==> config.mk <==
export PLATFORM = sky130hd
export DESIGN_NAME = cnt_en_clr_ovf
export DESIGN_NICKNAME = d
export VERILOG_FILES = /design/src/rtl/cnt_en_clr_ovf.sv
export SDC_FILE = /design/constraint.sdc
export NUM_CORES = 1
export LEC_CHECK = 0
export CAP_MARGIN = 20
export CORE_AREA = 2 2 39 41
export CTS_CLUSTER_DIAMETER = 120
export DETAILED_ROUTE_END_ITERATION = 8
export DIE_AREA = 0 0 41 43
export RECOVER_POWER = 50
export SKIP_CTS_REPAIR_TIMING = 1
export SLEW_MARGIN = 20
export SYNTH_ARGS = -nofsm -noshare
export SYNTH_HDL_FRONTEND = slang
export SYNTH_SLANG_ARGS = --single-unit
==> constraint.sdc <==
create_clock -name clk_i -period 1.3 [get_ports clk_i]
set_input_delay 0.26 -clock clk_i [delete_from_list [all_inputs] [get_ports clk_i]]
set_output_delay 0.26 -clock clk_i [all_outputs]
set_load 0.01 [all_outputs]
==> src/rtl/cnt_en_clr_ovf.sv <==
// Binary up-counter with synchronous enable/clear and a one-cycle wrap flag.
// Latency: one cycle from sampled inputs to registered outputs; no backpressure, accepts every edge.
module cnt_en_clr_ovf #(
   parameter int unsigned CNT_WIDTH = 4
) (
   input  logic                 clk_i,
   input  logic                 arstn_i,
   input  logic                 cnt_en_i,
   input  logic                 cnt_clr_i,
   output logic [CNT_WIDTH-1:0] cnt_o,
   output logic                 ovf_o
);

   localparam logic [CNT_WIDTH-1:0] CNT_MAX = '1;
   localparam logic [CNT_WIDTH-1:0] CNT_ONE = CNT_WIDTH'(1);

   // Clear outranks enable so a clear at max never reports a wrap.
   always_ff @(posedge clk_i or negedge arstn_i) begin
      if (!arstn_i) begin
         cnt_o <= '0;
         ovf_o <= 1'b0;
      end else if (cnt_clr_i) begin
         cnt_o <= '0;
         ovf_o <= 1'b0;
      end else if (cnt_en_i) begin
         if (cnt_o == CNT_MAX) begin
            cnt_o <= '0;
            ovf_o <= 1'b1;
         end else begin
            cnt_o <= cnt_o + CNT_ONE;
            ovf_o <= 1'b0;
         end
      end else begin
         ovf_o <= 1'b0;
      end
   end

endmodule

==> impl_results.md <==
- Status: completed
- Die W: about 41 microns
- Clk Latency, worst-skew pair: between 0.2 and 0.3 ns
- Global-route wire length before repair: just over 800 microns
- CTS H-tree depth: 1
- Routed wire length: ~530 microns
- Synth Cell Area: around 230 sq um
- Unrepaired setup endpoints after global routing: false
- Vias in the first global route: around 210
- Inserted Clock Buffers: 3
- Final Hold Viols: 0
- Crit path capture type: flop
- Final setup viols: 0
- Slew Viols, Final: 0
- Share of layout cells above drive strength 1: 0.250
- Full die area: around 0.0018 sq mm
- CP Launch Type: flop
- Vias per inst: ~4
- #FFs+latches synth: 5
- Core area: about 0.0014 sq mm
- Sequential share of the synthesized area: 0.549
- Synthesized area per cell: a little over 10 sq um
- Post-Synthesis Cells: 22
- Most common cell in the netlist: dfrtp_1
- Die Y: around 43 microns
- Synth cell types: 12
- Buffers on Ports: 8
- Crit Path Max Fanout: 5
- Initial antenna violation count: 0
- Root buffer cell: clkbuf_4
- Area of the multi-input gates: between 100 and 150 sq um
- Fillcell total: ~150
- Synth warn: 0
- Clk_skew: roughly 0.0016 ns
- R2R Setup Slk: roughly 0.13 ns
- # nets final: 46
- Routed WL per cell: around 9.5 microns
- Site Rows: 14
- Req. time, crit path: roughly 1.5 ns
- Clk pin slew, worst setup/hold paths: approximately 0.050 ns
- Most frequent cells after synthesis: 5 x dfrtp_1, 3 x nand2_1, 3 x nor2_1
- Largest cells by area after synthesis: dfrtp_1 55%, mux2i_1 8.8%, ha_1 5.5%
- Placed insts: 52
- Arrival @ worst endpoint: around 1.3 ns
- TritonCTS clock tree: done
- Post-route clock period utilization: 0.897
- FFs w/ async S/R, synth: 1.00
- Slew headroom: 0.830
- Power per cell area: 1010 mW/mm^2
- Number of flops mapped to enable cells by yosys: 0
- Clk buf depth: 2
- Post-route insts no fill: 56
- Post-route ant nets: 0
- I/O pins: 9
- Max frequency: ~860 MHz
- Synth Net Count: 27
- Hpwl dp: 400 microns
- GR Util All Layers: 0.0765
- Via count: 230
- Drt first pass iters: 2
- Max-Cap Viols: 0
- Remaining DRCs: 0
- Sequential Area: about 130 sq um
- R2R Path End: cnt_o[3]$_DFFE_PN0P_
- Area Overhead vs Synth: 79.7%
- Hold slack final: roughly 0.31 ns
- Worst Tran Pin Value: 0.255 ns
- Critical path class: flop to flop
- Primary FF master, synth: dfrtp_1
- # clock sinks: 5
- # diodes: 0
- Hold Crit Class: input port to asynchronous set/reset pin
- Congestion Overflow GR: 0
- Initial DRC Count: 1
- Largest net degree at the start of global routing: 6
- Starting Density: 0.165
- Leading area contributor after synthesis: dfrtp_1
- FF-to-FF path depth: 5
- Reg-to-Reg Start: cnt_o[0]$_DFFE_PN0P_
- Peak supply drop: just under 0.0004 V
- Routability cong.: 0.754
- Share of the synthesized area in the top cell type: 0.549
- P_leak: roughly 0.25 nW
- Tmin final: 1.17 ns
cells by family after synthesis:
logic type	Yosys count	share of synthesized area
simple gates	9	0.176
flops	5	0.549
compound gates	4	0.0934
mux	2	0.0879
xor+xnor	1	0.0385
fa+ha+maj	1	0.0549
state kept, by name (all words and copies together), names as in the netlist:
| register | flops |
|---|---|
| ovf_o | 1 |
| cnt_o | 4 |
layout make-up:
class / instances / share of cell area
clock buffer: 4 / 0.0642
timing repair buffer: 14 / 0.330
tap: 16 / 0.0489
sequential: 5 / 0.306
multi-input combinational: 17 / 0.251
metrics by stage:
stage / setup TNS (ns) / setup slack (ns) / total power (W) / utilization / cell area (sq um)
floorplan: 0 / 0.245 / 0.000187 / - / 228
global placement: -0.0867 / -0.0867 / 0.000228 / 0.269 / 373
detailed placement: -0.102 / -0.102 / 0.000229 / 0.269 / 373
CTS: -0.421 / -0.0930 / 0.000422 / 0.288 / 399
global route: 0 / 0.0911 / 0.000433 / 0.296 / 409
finish: 0 / 0.134 / 0.000413 / 0.296 / 409
metal layers:
metal / up-vias / part of all wire / GRT usage / routed length [microns]
met5: - / 0 / 0 / 0
met4: 0 / 0.043 / 0.100 / 23
met3: 4 / 0.077 / 0.0366 / 41
met2: 8 / 0.42 / 0.0969 / 222
met1: 105 / 0.46 / 0.0747 / 244
li1: 113 / - / - / -
how the worst max path moves through the flow:
stage	startpoint	to	slack [ns]	cells after the start
final	cnt_o[0]$_DFFE_PN0P_	cnt_o[3]$_DFFE_PN0P_	0.13	5
after global routing	cnt_o[0]$_DFFE_PN0P_	cnt_o[3]$_DFFE_PN0P_	0.09	5
after CTS	cnt_o[2]$_DFFE_PN0P_	cnt_o[2]	-0.09	1
after detailed placement	cnt_en_i	cnt_o[3]$_DFFE_PN0P_	-0.10	4
after global placement	cnt_en_i	cnt_o[3]$_DFFE_PN0P_	-0.09	4
after floorplan	cnt_o[0]$_DFFE_PN0P_	cnt_o[2]$_DFFE_PN0P_	0.25	4
worst max-delay path, stage by stage, from the launching register on:
cell,delay [ns]
dfrtp_1,0.37
buf_4,0.15
ha_1,0.23
a21oi_1,0.13
o21ai_0,0.08
a21oi_1,0.12
report_power, final:
part | switching, W | internal, W
Clock | 0.0000735 | 0.000117
Combinational | 0.0000262 | 0.0000327
Sequential | 0.00000234 | 0.000162
Total | 0.000102 | 0.000311
cells in the final DEF, fill, tap and decap left out:
cell	count
a21oi_1	2
a31oi_1	1
buf_4	6
clkbuf_1	1
clkbuf_4	3
clkdlybuf4s25_1	1
clkdlybuf4s50_1	2
dfrtp_1	5
dlygate4sd3_1	1
dlymetal6s2s_1	4
ha_1	1
mux2i_1	2
nand2_1	3
nand2_2	1
nor2_1	3
nor3_1	1
o21ai_0	1
or3_1	1
xor2_1	1
Power figures use the tool's default switching activity.
